==> config.mk <==
export PLATFORM = sky130hd
export DESIGN_NAME = neopixel_rx
export DESIGN_NICKNAME = d
export VERILOG_FILES = /design/src/rtl/neopixel_rx.sv
export SDC_FILE = /design/constraint.sdc
export NUM_CORES = 1
export LEC_CHECK = 0
export ABC_AREA = 0
export ABC_CLOCK_PERIOD_IN_PS = 2600
export BUFFER_PORTS_ARGS = -buffer_cell sky130_fd_sc_hd__buf_2
export CORE_ASPECT_RATIO = 0.5
export CORE_MARGIN = 3
export CORE_UTILIZATION = 30
export CTS_CLUSTER_DIAMETER = 50
export DETAILED_ROUTE_END_ITERATION = 8
export GPL_ROUTABILITY_DRIVEN = 0
export PLACE_DENSITY_LB_ADDON = 0.25
export SETUP_SLACK_MARGIN = 0.1
export SYNTH_ARGS = -nofsm -noshare
export SYNTH_HDL_FRONTEND = slang
export SYNTH_SLANG_ARGS = --single-unit
export TNS_END_PERCENT = 50
==> constraint.sdc <==
create_clock -name clk -period 2.6 [get_ports clk]
set_input_delay 0.78 -clock clk [delete_from_list [all_inputs] [get_ports clk]]
set_output_delay 0.78 -clock clk [all_outputs]
set_load 0.005 [all_outputs]
==> src/rtl/neopixel_rx.sv <==
// NeoPixel (WS2812) receive decoder: pulse-width bit recovery, keeps word 0, forwards words 1+.
// data_valid/frame_end/err are registered one cycle after detection; fwd_out lags rx_in_i by 3 clk.
module neopixel_rx #(
  parameter int unsigned THRESH    = 12,
  parameter int unsigned MAX_HIGH  = 40,
  parameter int unsigned RESET_CYC = 1024
) (
  input  logic        clk,
  input  logic        rst,
  input  logic        rx_in_i,
  input  logic        bits32_i,
  output logic [31:0] data_out_o,
  output logic        data_valid_o,
  output logic [7:0]  pixel_index_o,
  output logic        frame_end_o,
  output logic        err_o,
  output logic        fwd_out_o
);

  localparam logic [5:0]  THRESH_C = 6'(THRESH);
  localparam logic [5:0]  MAXH_C   = 6'(MAX_HIGH);
  localparam logic [10:0] RESET_C  = 11'(RESET_CYC);

  typedef enum logic [1:0] {S_GAP, S_IDLE, S_HIGH, S_LOW} state_t;

  state_t      state_q;
  logic        sync_q, rx_s_q, rx_d_q;
  logic [5:0]  hcnt_q;
  logic [10:0] lcnt_q;
  logic [5:0]  bit_cnt_q;
  logic [31:0] shift_q;
  logic [7:0]  widx_q;
  logic        mode32_q, fwd_en_q;
  logic [31:0] data_q;
  logic        data_valid_q, frame_end_q, err_q, fwd_out_q;
  logic [7:0]  pixel_index_q;

  logic        rise, fall, bit_val, word_done;
  logic [31:0] shift_d;
  logic [5:0]  bit_cnt_d;

  always_comb begin
    rise      = rx_s_q & ~rx_d_q;
    fall      = ~rx_s_q & rx_d_q;
    bit_val   = (hcnt_q >= THRESH_C);
    shift_d   = {shift_q[30:0], bit_val};
    bit_cnt_d = bit_cnt_q + 6'd1;
    word_done = (bit_cnt_d == (mode32_q ? 6'd32 : 6'd24));
  end

  always_ff @(posedge clk or negedge rst) begin
    if (!rst) begin
      state_q       <= S_GAP;
      sync_q        <= 1'b0;
      rx_s_q        <= 1'b0;
      rx_d_q        <= 1'b0;
      hcnt_q        <= '0;
      lcnt_q        <= '0;
      bit_cnt_q     <= '0;
      shift_q       <= '0;
      widx_q        <= '0;
      mode32_q      <= 1'b0;
      fwd_en_q      <= 1'b0;
      data_q        <= '0;
      data_valid_q  <= 1'b0;
      pixel_index_q <= '0;
      frame_end_q   <= 1'b0;
      err_q         <= 1'b0;
      fwd_out_q     <= 1'b0;
    end else begin
      sync_q <= rx_in_i;
      rx_s_q <= sync_q;
      rx_d_q <= rx_s_q;
      // Both counters saturate so a stuck line never aliases into a valid width.
      hcnt_q <= rx_s_q ? ((hcnt_q == 6'd63) ? hcnt_q : hcnt_q + 6'd1) : 6'd0;
      lcnt_q <= rx_s_q ? 11'd0 : ((lcnt_q == 11'd2047) ? lcnt_q : lcnt_q + 11'd1);
      fwd_out_q    <= fwd_en_q & rx_s_q;
      data_valid_q <= 1'b0;
      frame_end_q  <= 1'b0;
      err_q        <= 1'b0;
      case (state_q)
        S_GAP: begin
          if (lcnt_q >= RESET_C) state_q <= S_IDLE;
        end
        S_IDLE: begin
          if (rise) begin
            state_q   <= S_HIGH;
            bit_cnt_q <= '0;
            widx_q    <= '0;
            shift_q   <= '0;
            mode32_q  <= bits32_i;
          end
        end
        S_HIGH: begin
          if (hcnt_q > MAXH_C) begin
            err_q    <= 1'b1;
            fwd_en_q <= 1'b0;
            state_q  <= S_GAP;
          end else if (fall) begin
            shift_q <= shift_d;
            state_q <= S_LOW;
            if (word_done) begin
              data_q        <= mode32_q ? shift_d : {8'h00, shift_d[23:0]};
              data_valid_q  <= 1'b1;
              pixel_index_q <= widx_q;
              if (widx_q != 8'hFF) widx_q <= widx_q + 8'd1;
              bit_cnt_q     <= '0;
              fwd_en_q      <= 1'b1;
            end else begin
              bit_cnt_q <= bit_cnt_d;
            end
          end
        end
        S_LOW: begin
          if (lcnt_q >= RESET_C) begin
            frame_end_q <= 1'b1;
            err_q       <= (bit_cnt_q != 6'd0);
            fwd_en_q    <= 1'b0;
            state_q     <= S_IDLE;
          end else if (rise) begin
            state_q <= S_HIGH;
          end
        end
        default: state_q <= S_GAP;
      endcase
    end
  end

  assign data_out_o    = data_q;
  assign data_valid_o  = data_valid_q;
  assign pixel_index_o = pixel_index_q;
  assign frame_end_o   = frame_end_q;
  assign err_o         = err_q;
  assign fwd_out_o     = fwd_out_q;

endmodule

==> results.tsv <==
stage	metric	value	unit
run_status	status	completed	
worst_setup_path	crit_type	reg2reg	
worst_setup_path	worst_setup_path_start_kind	register	
yosys	synth-xor-area-share	0.0105	
floorplanning	die_x	188	um
power	power.density	721	mW/mm2
global_route	grt_pass1_vias	3740	
worst_setup_path	setup.worst_path.end_class	register	
yosys	synth_edf_count	0	
cts	clk_pin_slew	0.05	ns
yosys	ys_seq_area_frac	0.567	
timing	hold_viol	0	
final_layout	area_growth	25.8	%
placement	pre_cts_ws	0.261	ns
cts	cts_setup_buffers	0	
worst_setup_path	worstPathRequired	2.89	ns
global_route	grtUsageMet2	0.194	
worst_setup_path	crit_family	multiplexers	
cts	cts_root_buf	clkbuf_16	
timing	fmax	430	MHz
cts	clk_latency	0.41	ns
timing	skew	0.00850	ns
yosys	synthSimpleGateAreaFrac	0.157	
detailed_routing	drt-initial-drc-count	199	
final_layout	final_cell_mix	113 x dfrtp_1, 80 x nand2_1, 50 x o21ai_0	
yosys	synth_top_family_by_area	simple AND/OR/NAND/NOR gates	
detailed_routing	vias	3677	
cts	cts_buffer_depth	2	
global_route	grt.overflow.total	0	
cts	cts.sinks	113	
yosys	synth_nets	490	
timing	rsz0062_at_grt	no	
worst_setup_path	r2r_slack	0.27	ns
worst_setup_path	cp_max_fo	18	
timing	setup_viol	0	
min_path	min_path_cells	0	
worst_setup_path	slowest_delay	0.55	ns
global_route	track_usage	0.124	
worst_setup_path	arrival	2.62	ns
detailed_routing	ant_nets	0	
timing	postLayoutSetupSlackWorst	0.272	ns
yosys	synth-compound-area-share	0.125	
power	ir_worst_vdd	0.000467	V
cts	htree_levels	4	
timing	setup_tns	0	ns
worst_setup_path	reg2reg_depth	5	
floorplanning	die_y	97.2	um
worst_setup_path	timing.critical_path.buf_inv	1	
yosys	synthDistinctLibCells	54	
timing	worst_slew_pin_slew	0.624	ns
timing	fin_crit_sh	0.895	
final_layout	drive_above_1_share	0.189	
worst_setup_path	reg2reg_to	pixel_index_o[3]	
detailed_routing	drc	0	
cts	ctsResizeCount	0	
cts	cts_tree	built	
yosys	ys.flop_type	dfrtp_1	
flow_run	cap_violations	0	
cts	ctsHoldBuffers	0	
floorplanning	coreArea	0.0159	mm2
yosys	synth_mux_area_frac	0.0827	
worst_setup_path	crit_chain	or4b_1, mux2_2, a211oi_4, buf_4, mux2_1	
global_route	grt_max_degree	45	
global_route	grt_util_met3	0.0393	
placement	io_buffers	47	
detailed_routing	viasPerCell	4.77	
worst_setup_path	critPathSlowestCell	or4b_1	
floorplanning	dieArea	0.0183	mm2
min_path	hp-start	sync_q	
placement	hpwl	7.13	mm
cts	numCtsBuffers	17	
yosys	netlist_area	0.00499	mm2
yosys	syn_area_per_cell	10.4	um2
min_path	holdCritPathClass	reg2reg	
min_path	hold-path-endpoint	rx_s_q	
floorplanning	num_rows	32	
detailed_routing	finalWirelength	10.6	mm
timing	post-route-min-period	2.33	ns
global_route	busiest_layer	met2	
floorplanning	ios	48	
global_route	grt_pass1_wl	18.5	mm
yosys	async_reset_ff_frac	1.00	
yosys	synth_adder_area_share	0.0176	
global_route	grt_antenna_before_repair	0	
yosys	ys_warn_count	0	
final_layout	nets	548	
floorplanning	start_util	0.315	
yosys	synthCells	479	
final_layout	antenna_cells	0	
timing	finalMaxSlewViolations	0	
final_layout	final_common_cell	dfrtp_1	
worst_setup_path	r2r-start	bit_cnt_q[3]	
power	p_leak	2.96	nW
detailed_routing	avgRoutedWirePerCell	13.7	um
power	total_power	0.00453	W
global_route	gr-usage-met1	0.162	
detailed_routing	first_pass_iters	4	
yosys	ys_ff_latch	113	
timing	slew-limit-headroom	0.584	
## power by group
part            total, W  internal [W]  switching (W)
registers        0.00178       0.00177     0.00000994
logic          0.0000828     0.0000248      0.0000580
clock network    0.00266       0.00187       0.000795
## per-layer routing
metal  up-vias  wire length, um
met2        64             4750
met1      1801             5220
met5         -                0
li1       1800                -
met4         0              131
met3        12              492
## layout make-up
| type | count | area, um2 |
|---|---|---|
| Clock inverter | 10 | 204 |
| Inverter | 20 | 75.1 |
| Clock buffer | 22 | 474 |
| Multi-Input combinational cell | 320 | 1980 |
| Tap cell | 221 | 277 |
| Timing Repair Buffer | 65 | 435 |
| Fill cell | 1561 | 9580 |
| Sequential cell | 113 | 2830 |
## worst reg2reg max path, delay by kind of cell, from the launching register on
kind	cells	cell delay, ns
compound gates	1	0.30
flops	1	0.40
simple gates	1	0.55
buf+inv	1	0.29
mux	2	0.68
## cell families after synthesis
kind of cell | count (synthesis)
AND/OR/NAND/NOR | 169
multiplexers | 37
flip-flops | 113
adder cells (fa/ha/maj) | 7
AO/OA/AOI/OAI | 101
XOR/XNOR | 6
buffers and inverters | 46
## synthesized netlist by cell type, drive strengths merged (4+ instances only)
| master | number | area, um2 |
|---|---|---|
| buf | 5 | 46.3 |
| and3 | 6 | 37.5 |
| nand4 | 5 | 31.3 |
| o211ai | 4 | 30.0 |
| dfrtp | 113 | 2830 |
| clkbuf | 21 | 78.8 |
| a21oi | 11 | 55.1 |
| a31oi | 8 | 50.1 |
| inv | 20 | 75.1 |
| o21ai | 51 | 255 |
| nor2 | 27 | 101 |
| nand3 | 22 | 110 |
| nand2 | 80 | 300 |
| ha | 7 | 87.6 |
| nor3 | 5 | 25.0 |
| xor2 | 4 | 35.0 |
| mux2 | 34 | 383 |
| o22ai | 4 | 25.0 |
## registers in the layout, summed over array words and instances (netlist names)
signal	flops
lcnt_q	11
rx_s_q	1
err_o	1
sync_q	1
fwd_out_o	1
shift_q	31
data_out_o	32
mode32_q	1
rx_d_q	1
fwd_en_q	1
data_valid_o	1
state_q	2
hcnt_q	6
widx_q	8
bit_cnt_q	6
pixel_index_o	8
frame_end_o	1
## worst max path at each step
stage / depth (start not counted) / slack (ns) / end / startpoint
3_3_place_gp: 5 / 0.32 / pixel_index_o[3] / bit_cnt_q[3]
6_report: 5 / 0.27 / pixel_index_o[3] / bit_cnt_q[3]
5_1_grt: 7 / 0.12 / data_out_o[1] / hcnt_q[0]
4_1_cts: 5 / 0.25 / pixel_index_o[3] / bit_cnt_q[3]
3_5_place_dp: 5 / 0.26 / pixel_index_o[3] / bit_cnt_q[3]
2_1_floorplan: 6 / 0.25 / pixel_index_o[6] / bit_cnt_q[3]
## metrics by stage
step | hold slack, ns | utilization | cell area (um2) | std cells
after floorplan | 0.331 | - | 4990 | 479
after global placement | 0.337 | 0.353 | 5600 | 739
after detailed placement | 0.341 | 0.353 | 5600 | 739
after CTS | 0.354 | 0.396 | 6280 | 771
after global routing | 0.384 | 0.396 | 6280 | 771
final | 0.350 | 0.396 | 6280 | 771
No activity file was read; power rests on OpenSTA's default activity.
